<file path="src/rtl/cpu_tick_controller_if.sv">
`timescale 1ns/1ps
`default_nettype none
// ============================================================================
// Module   : cpu_tick_controller_if
// Purpose  : Control/status bundle between a tick controller and its host.
// Revision : 1.0 - initial release
// ============================================================================
interface cpu_tick_controller_if #(
  parameter int DIV_WIDTH   = 16,
  parameter int BURST_WIDTH = 8
);
  logic [DIV_WIDTH-1:0]   divisor_i;
  logic [1:0]             mode_i;
  logic                   step_req_i;
  logic [BURST_WIDTH-1:0] burst_count_i;
  logic                   halt_req_i;
  logic                   tick_o;
  logic                   clock_enable_o;
  logic                   busy_o;
  logic                   done_o;
  logic                   halted_o;
  logic [31:0]            tick_count_o;

  modport master (
    output divisor_i, mode_i, step_req_i, burst_count_i, halt_req_i,
    input  tick_o, clock_enable_o, busy_o, done_o, halted_o, tick_count_o
  );

  modport slave (
    input  divisor_i, mode_i, step_req_i, burst_count_i, halt_req_i,
    output tick_o, clock_enable_o, busy_o, done_o, halted_o, tick_count_o
  );
endinterface
`default_nettype wire

</file>
<file path="src/rtl/cpu_tick_controller.sv">
`timescale 1ns/1ps
`default_nettype none
// ============================================================================
// Module   : cpu_tick_controller
// Purpose  : Prescaled run / single-step / burst tick generator for a CPU.
//            Define CPU_TICK_TICKCOUNT_EN to implement the 32-bit tick counter.
// Revision : 1.0 - initial release
// ============================================================================
module cpu_tick_controller #(
  parameter int DIV_WIDTH   = 16,
  parameter int BURST_WIDTH = 8
) (
  input  logic                 clk_i,
  input  logic                 rst_ni,
  cpu_tick_controller_if.slave bus
);

  localparam logic [1:0] MODE_HALT  = 2'b00;
  localparam logic [1:0] MODE_RUN   = 2'b01;
  localparam logic [1:0] MODE_STEP  = 2'b10;
  localparam logic [1:0] MODE_BURST = 2'b11;

  typedef enum logic [1:0] {
    S_IDLE  = 2'd0,
    S_RUN   = 2'd1,
    S_STEP  = 2'd2,
    S_BURST = 2'd3
  } state_e;

  state_e                 state_q, state_d;
  logic [DIV_WIDTH-1:0]   presc_q, presc_d;
  logic [BURST_WIDTH-1:0] remain_q, remain_d;
  logic                   step_prev_q;
  logic                   tick_q, tick_d;
  logic                   done_q, done_d;
  logic                   halted_q, halted_d;
  logic                   busy_q, busy_d;
  logic                   clken_q, clken_d;

  logic terminal;
  logic launch;

  assign terminal = (presc_q >= bus.divisor_i);
  assign launch   = bus.step_req_i & ~step_prev_q & ~bus.halt_req_i & ~halted_q;

  always_comb begin
    state_d  = state_q;
    presc_d  = terminal ? '0 : presc_q + 1'b1;
    remain_d = remain_q;
    tick_d   = 1'b0;
    done_d   = 1'b0;
    halted_d = halted_q;

    if (bus.mode_i == MODE_HALT && !bus.halt_req_i) begin
      halted_d = 1'b0;
    end

    case (state_q)
      S_IDLE: begin
        // Holding the prescaler at zero makes every entry start a full period.
        presc_d = '0;
        if (!halted_q) begin
          if (bus.mode_i == MODE_RUN && !bus.halt_req_i) begin
            state_d = S_RUN;
          end else if (launch && bus.mode_i == MODE_STEP) begin
            state_d  = S_STEP;
            remain_d = BURST_WIDTH'(1);
          end else if (launch && bus.mode_i == MODE_BURST) begin
            if (bus.burst_count_i == '0) begin
              done_d = 1'b1;
            end else begin
              state_d  = S_BURST;
              remain_d = bus.burst_count_i;
            end
          end
        end
      end
      S_RUN: begin
        if (bus.halt_req_i) begin
          state_d  = S_IDLE;
          halted_d = 1'b1;
        end else if (bus.mode_i != MODE_RUN) begin
          state_d = S_IDLE;
        end else begin
          tick_d = terminal;
        end
      end
      S_STEP, S_BURST: begin
        // Completion is flagged one cycle after the last tick has been shown.
        if (bus.halt_req_i) begin
          state_d  = S_IDLE;
          halted_d = 1'b1;
          remain_d = '0;
        end else if (remain_q == '0) begin
          state_d = S_IDLE;
          done_d  = 1'b1;
        end else if (terminal) begin
          tick_d   = 1'b1;
          remain_d = remain_q - 1'b1;
        end
      end
      default: state_d = S_IDLE;
    endcase

    busy_d  = (state_d == S_STEP) || (state_d == S_BURST);
    clken_d = (state_d != S_IDLE);
  end

  always_ff @(posedge clk_i) begin
    if (!rst_ni) begin
      state_q     <= S_IDLE;
      presc_q     <= '0;
      remain_q    <= '0;
      step_prev_q <= 1'b0;
      tick_q      <= 1'b0;
      done_q      <= 1'b0;
      halted_q    <= 1'b0;
      busy_q      <= 1'b0;
      clken_q     <= 1'b0;
    end else begin
      state_q     <= state_d;
      presc_q     <= presc_d;
      remain_q    <= remain_d;
      step_prev_q <= bus.step_req_i;
      tick_q      <= tick_d;
      done_q      <= done_d;
      halted_q    <= halted_d;
      busy_q      <= busy_d;
      clken_q     <= clken_d;
    end
  end

  assign bus.tick_o         = tick_q;
  assign bus.done_o         = done_q;
  assign bus.halted_o       = halted_q;
  assign bus.busy_o         = busy_q;
  assign bus.clock_enable_o = clken_q;

`ifdef CPU_TICK_TICKCOUNT_EN
  logic [31:0] tick_count_q;

  always_ff @(posedge clk_i) begin
    if (!rst_ni) begin
      tick_count_q <= '0;
    end else if (tick_q) begin
      tick_count_q <= tick_count_q + 32'd1;
    end
  end

  assign bus.tick_count_o = tick_count_q;
`else
  assign bus.tick_count_o = '0;
`endif

endmodule
`default_nettype wire

</file>
<file path="src/flat_wrapper.sv">
// flat-port wrapper written by rule: the top's interface ports become plain ports
module cpu_tick_controller_flat 
#(
  parameter int DIV_WIDTH   = 16,
  parameter int BURST_WIDTH = 8
)
  (clk_i, rst_ni, bus_divisor_i, bus_mode_i, bus_step_req_i, bus_burst_count_i, bus_halt_req_i, bus_tick_o, bus_clock_enable_o, bus_busy_o, bus_done_o, bus_halted_o, bus_tick_count_o);
  cpu_tick_controller_if #(.DIV_WIDTH(DIV_WIDTH), .BURST_WIDTH(BURST_WIDTH)) bus_i ();
  input  logic clk_i;
  input  logic rst_ni;
  input wire logic [$bits(bus_i.divisor_i)-1:0] bus_divisor_i;
  input wire logic [$bits(bus_i.mode_i)-1:0] bus_mode_i;
  input wire logic [$bits(bus_i.step_req_i)-1:0] bus_step_req_i;
  input wire logic [$bits(bus_i.burst_count_i)-1:0] bus_burst_count_i;
  input wire logic [$bits(bus_i.halt_req_i)-1:0] bus_halt_req_i;
  output wire logic [$bits(bus_i.tick_o)-1:0] bus_tick_o;
  output wire logic [$bits(bus_i.clock_enable_o)-1:0] bus_clock_enable_o;
  output wire logic [$bits(bus_i.busy_o)-1:0] bus_busy_o;
  output wire logic [$bits(bus_i.done_o)-1:0] bus_done_o;
  output wire logic [$bits(bus_i.halted_o)-1:0] bus_halted_o;
  output wire logic [$bits(bus_i.tick_count_o)-1:0] bus_tick_count_o;
  assign bus_i.divisor_i = bus_divisor_i;
  assign bus_i.mode_i = bus_mode_i;
  assign bus_i.step_req_i = bus_step_req_i;
  assign bus_i.burst_count_i = bus_burst_count_i;
  assign bus_i.halt_req_i = bus_halt_req_i;
  assign bus_tick_o = bus_i.tick_o;
  assign bus_clock_enable_o = bus_i.clock_enable_o;
  assign bus_busy_o = bus_i.busy_o;
  assign bus_done_o = bus_i.done_o;
  assign bus_halted_o = bus_i.halted_o;
  assign bus_tick_count_o = bus_i.tick_count_o;
  cpu_tick_controller #(.DIV_WIDTH(DIV_WIDTH), .BURST_WIDTH(BURST_WIDTH)) u_core (.clk_i(clk_i), .rst_ni(rst_ni), .bus(bus_i));
endmodule
</file>
<file path="config.mk">
export PLATFORM = sky130hd
export DESIGN_NAME = cpu_tick_controller_flat
export DESIGN_NICKNAME = d
export VERILOG_FILES = /design/src/rtl/cpu_tick_controller_if.sv /design/src/rtl/cpu_tick_controller.sv /design/src/flat_wrapper.sv
export SDC_FILE = /design/constraint.sdc
export NUM_CORES = 1
export LEC_CHECK = 0
export CAP_MARGIN = 5
export CORE_MARGIN = 2
export CORE_UTILIZATION = 40
export DETAILED_ROUTE_END_ITERATION = 12
export HOLD_SLACK_MARGIN = 0.02
export PLACE_DENSITY_LB_ADDON = 0.3
export SETUP_SLACK_MARGIN = 0.02
export SYNTH_ARGS = -nofsm -noshare
export SYNTH_HDL_FRONTEND = slang
export SYNTH_SLANG_ARGS = --single-unit
</file>
<file path="constraint.sdc">
create_clock -name clk_i -period 3.01 [get_ports clk_i]
set_input_delay 0.301 -clock clk_i [delete_from_list [all_inputs] [get_ports clk_i]]
set_output_delay 0.301 -clock clk_i [all_outputs]
set_load 0.005 [all_outputs]
</file>
[Word-level counts from Yosys, hierarchy flattened]
Cells that the tools add are included.
Word-level totals
  register bits after elaboration: 32
  latch bits: 0
  bits in writable memories: 0
  memory bits (read-only): 0
  bits of input ports: 30
  output and inout port bits: 37
  word-level logic and storage cells: 86
  memories: 0
Cells by class
  $add $sub $neg: 2
  multipliers: 0
  div/mod/pow operators: 0
  order comparisons: 1
  equality and inequality tests: 15
  shift operators: 0
  multiplexer cells: 36
  bitwise logic cells: 7
  reductions and logical operators: 16
Operator list (count)
  two-way mux 8 bit: 8
  two-way mux 2 bit: 9
  adder 16 x 1 -> 16 bit (second input constant): 1
  >= comparator 16 bit: 1
  zero test 8 bit: 2
  one-hot mux 8 bit (2 select lines): 1
  two-way mux 1 bit: 15
  equality test 2 bit (second input constant): 6
  subtractor 8 x 1 -> 8 bit (second input constant): 1
  AND reduction 7 bit: 1
  != test 3 x 2 -> 1 bit (second input constant): 2
  one-hot mux 2 bit (3 select lines): 1
  OR reduction 3 bit: 2
  equality test 2 x 1 -> 1 bit (second input constant): 2
  logical AND 1 bit: 4
  zero test 2 bit: 2
  != test 2 bit (second input constant): 2
  inverter 1 bit: 4
  one-hot mux 1 bit (2 select lines): 2
  nonzero test 2 bit: 2
  AND 1 bit: 3
  != test 3 x 1 -> 1 bit (second input constant): 1
  != test 3 bit (second input constant): 1
  != test 2 x 1 -> 1 bit (second input constant): 1
  other kinds (3): 3

[Logic depth before layout (Yosys ltp)]
  depth after elaboration: 12
  depth in mapped cells: 9

[Worst setup path before layout]
Ideal clock, no wire load.
  path type: reg-to-reg
  start: register u_core.presc_q[0]
  end: register u_core.remain_q[0]
  setup time: 0.058 ns
  arrival: 2.094 ns
  required time: 2.952 ns
  path slack: 0.857 ns
  stages on the path, launching flop included: 10
  buffers on the path: 1
  period minus slack after synthesis: 2.153 ns
  path through: dfxtp_1 > inv_1 > ha_1 > nand2b_1 > a2111oi_2 > a2111oi_2 > nor4_4 > or2_1 > buf_6 > o211a_1
On the way
  word-level cells in the longest chain between the ends: 3
RTL lines
  start, declared: RTL line cpu_tick_controller.sv:31  | logic [DIV_WIDTH-1:0] presc_q, presc_d;
  start signal, assigned: RTL line cpu_tick_controller.sv:122  | presc_q <= presc_d;
  >= comparator 16 bit: RTL line cpu_tick_controller.sv:43  | assign terminal = (presc_q >= bus.divisor_i);
  != test 3 x 2 -> 1 bit (no source line)
  AND reduction 7 bit (no source line)
  end signal, assigned: RTL line cpu_tick_controller.sv:123  | remain_q <= remain_d;
  end, declared: RTL line cpu_tick_controller.sv:32  | logic [BURST_WIDTH-1:0] remain_q, remain_d;
No other way between the ends.
A chain may end at the register's enable or synchronous reset.

[Worst setup path after layout]
  start: input bus_divisor_i[15]
  end: register u_core.remain_q[1]
On the way
  word-level cells in the longest chain between the ends: 3
RTL lines
  start, declared: RTL line flat_wrapper.sv:11  | input wire logic [$bits(bus_i.divisor_i)-1:0] bus_divisor_i;
  >= comparator 16 bit: RTL line cpu_tick_controller.sv:43
  != test 3 x 2 -> 1 bit (no source line)
  AND reduction 7 bit (no source line)
No other way between the ends.

==> flow_metrics.tcl <==
set metrics [dict create \
    period_needed_ns 2.580 \
    arrival_ns 2.72 \
    slew_headroom 0.5119 \
    switching_share 0.2553 \
    p_int_mw 0.7238 \
    clkSinkCount 32 \
    seq_area_frac_synth 0.2870 \
    ys_seq_elements 32 \
    clk_latency_ns 0.29 \
    die_w_um 78.70 \
    rows 27 \
    dpl.hpwl_mm 3.343 \
    layout_common_cells "clkdlybuf4s50_1 (34), conb_1 (32), dfxtp_1 (32)" \
    rsz0062_at_grt "no" \
    tns_ns 0 \
    worst_pin_slew_ns 0.7137 \
    cts_tree "done" \
    hold_class "reg -> reg" \
    synth_top_area_cell "dfxtp_1" \
    first_pass_iters 4 \
    p_comb_frac 0.170 \
    fin_nets 350 \
    wl_per_cell_um 11.37 \
    postRouteAntennaNets 0 \
    route.detailed.drc 0 \
    synth_edf_count 0 \
    holdBufCountCts 0 \
    holdWs_ns 0.5129 \
    cts_resized 0 \
    total_power_mw 0.9720 \
    synth_cell_types 48 \
    drv_slew 0 \
    cp_max_fo 9 \
    fin_crit_sh 0.8570 \
    critPathLaunchType "input pin" \
    synth_top_area_share 0.2870 \
    antenna_found_initial 0 \
    vdd_ir_drop_max_mv 0.2088 \
    ios 67 \
    seqPwrFrac 0.457 \
    critical_path_class "in -> reg" \
    p_sw_mw 0.2482 \
    area_growth_pct 16.65 \
    drv_cap 0 \
    num_antenna_cells 0 \
    clock_skew_ns 0.004315 \
    end_kind "flip-flop" \
    dr_total_vias 1793 \
    hold_viol 0 \
    gp_congestion 0.8573 \
    min_path_cells 1 \
    wl_mm 4.241 \
    crit_required_ns 3.15 \
    grt_start_max_net_pins 22 \
    fmax_mhz 387.7 \
    start_util 0.4104 \
    htree_num_levels 2 \
    synth.area.top_cells "dfxtp_1 (29%), buf_4 (11%), ha_1 (11%), xor2_1 (5.1%), nor2_1 (4.9%)" \
    drive_gt1_frac 0.05648 \
    cts_buffers 5 \
    synthCells 266 \
    leakagePower_nw 1.083 \
    dieArea_um2 6194 \
    drtIter0Drc 84 \
    reg2reg_depth 8 \
    fill_cells 544 \
    synth_ff_type "dfxtp_1" \
    cts.clk_slew.worst_paths_ns 0.06 \
    pwr-share-clk 0.372 \
    grt_pass1_wl_mm 7.293 \
    track_usage 0.1464 \
    mostFrequentLayoutCell "clkdlybuf4s50_1" \
    numPortBuffers 34 \
    viasPerCell 4.807 \
    fin_util 0.4787 \
    avgSynthCellArea_um2 8.392 \
    async_reset_ff_frac 0 \
    grt_pass1_vias 1701 \
    die_h_um 78.70 \
    cts_setup_buffers 0 \
    grt_overflow_total 0 \
    clockRootBuffer "clkbuf_8" \
    powerDensity_nw_per_um2 373.3 \
    setup_viol 0 \
    ctsLongestPathBuffers 2 \
    ys_warn_count 0 \
    status "completed" \
    core-area_um2 5439 \
    netlist_area_um2 2232 \
]
per-layer routing:
layer	vias up	wire, um	track usage
li1	934	-	-
met1	807	1963	0.1819
met2	45	1931	0.2342
met3	7	274	0.05341
met4	0	71	0.04912
met5	-	0	0
logic make-up (layout without fill, tap and decap cells):
| group | after synthesis | after routing | synth area share |
|---|---|---|---|
| AOI/OAI and AO/OA | 42 | 42 | 0.1457 |
| other | 1 | 32 | 0.001680 |
| buffers and inverters | 60 | 64 | 0.1620 |
| adders and majority gates | 19 | 19 | 0.1065 |
| and+or+nand+nor | 93 | 93 | 0.2225 |
| DFF | 32 | 32 | 0.2870 |
| xor gates and xnor gates | 19 | 19 | 0.07455 |
registers in the layout, indices dropped and copies added, names as in the netlist:
signal and flops:
u_core.bus.halted_o 1, u_core.presc_q 16, u_core.bus.tick_o 1, u_core.bus.clock_enable_o 1, u_core.bus.busy_o 1, u_core.remain_q 8, u_core.state_q 2, u_core.bus.done_o 1
u_core.step_prev_q 1
worst max-delay path: stages:
cell and delay, ns:
clkdlybuf4s50_1 0.45, inv_1 0.04, ha_1 0.30, and4_1 0.23
nand2_1 0.11, a2111oi_2 0.41, nor4_4 0.14, a2111oi_0 0.65
a211oi_2 0.08
path summary, 6_finish.rpt:
| path | startpoint | endpoint | slack [ns] |
|---|---|---|---|
| setup reg to reg | u_core.presc_q[0]$_SDFF_PP0_ | u_core.remain_q[1]$_SDFFE_PN0P_ | 0.52 |
| hold reg to reg | u_core.presc_q[0]$_SDFF_PP0_ | u_core.presc_q[0]$_SDFF_PP0_ | 0.51 |
| hold / removal | u_core.presc_q[0]$_SDFF_PP0_ | u_core.presc_q[0]$_SDFF_PP0_ | 0.51 |
| setup / recovery | bus_divisor_i[15] | u_core.remain_q[1]$_SDFFE_PN0P_ | 0.43 |
metrics by stage:
step                cells  setup slack [ns]  area (um2)
CTS                   373            0.4199        2604
floorplan             297            0.8572        2349
global route          373            0.2191        2604
finish                373            0.4304        2604
global placement      366            0.2414        2507
detailed placement    366            0.1074        2507
area by class of cell:
class | count | area, um2 | area share
multi-input cells | 205 | 1346 | 0.5171
clock buffers | 7 | 96.34 | 0.03700
flip-flops and latches | 32 | 640.6 | 0.2460
well taps | 72 | 90.09 | 0.03460
repair buffers | 35 | 347.8 | 0.1336
inverters | 22 | 82.58 | 0.03172
power by group through the flow:
stage | Combinational, mW | Clock [mW] | Sequential, mW
2_1_floorplan | 0.136 | 0 | 0.451
3_3_place_gp | 0.165 | 0 | 0.454
3_5_place_dp | 0.165 | 0 | 0.454
4_1_cts | 0.167 | 0.376 | 0.444
5_1_grt | 0.188 | 0.393 | 0.446
6_report | 0.166 | 0.362 | 0.444
synthesized netlist by cell type (2+ instances only):
cell       instances
a2111oi_2          2
a21boi_0           2
a21oi_1            6
a22o_1             2
a22oi_1            3
a31o_1             3
a31oi_1            2
and2_1             3
and3_1             3
and4_1             3
buf_4             32
buf_6              2
clkbuf_1           3
dfxtp_1           32
ha_1              19
inv_1             22
nand2_1           13
nand2b_1           7
nand3_1           10
nand4_1            4
nor2_1            29
nor3_1             4
nor4_1             6
nor4b_1            3
o211ai_1           6
o21ai_0            3
o21ai_1            2
o22ai_1            2
or2_1              2
xnor2_1            6
xor2_1            13
Note: power is estimated with default switching activity, not from simulation.
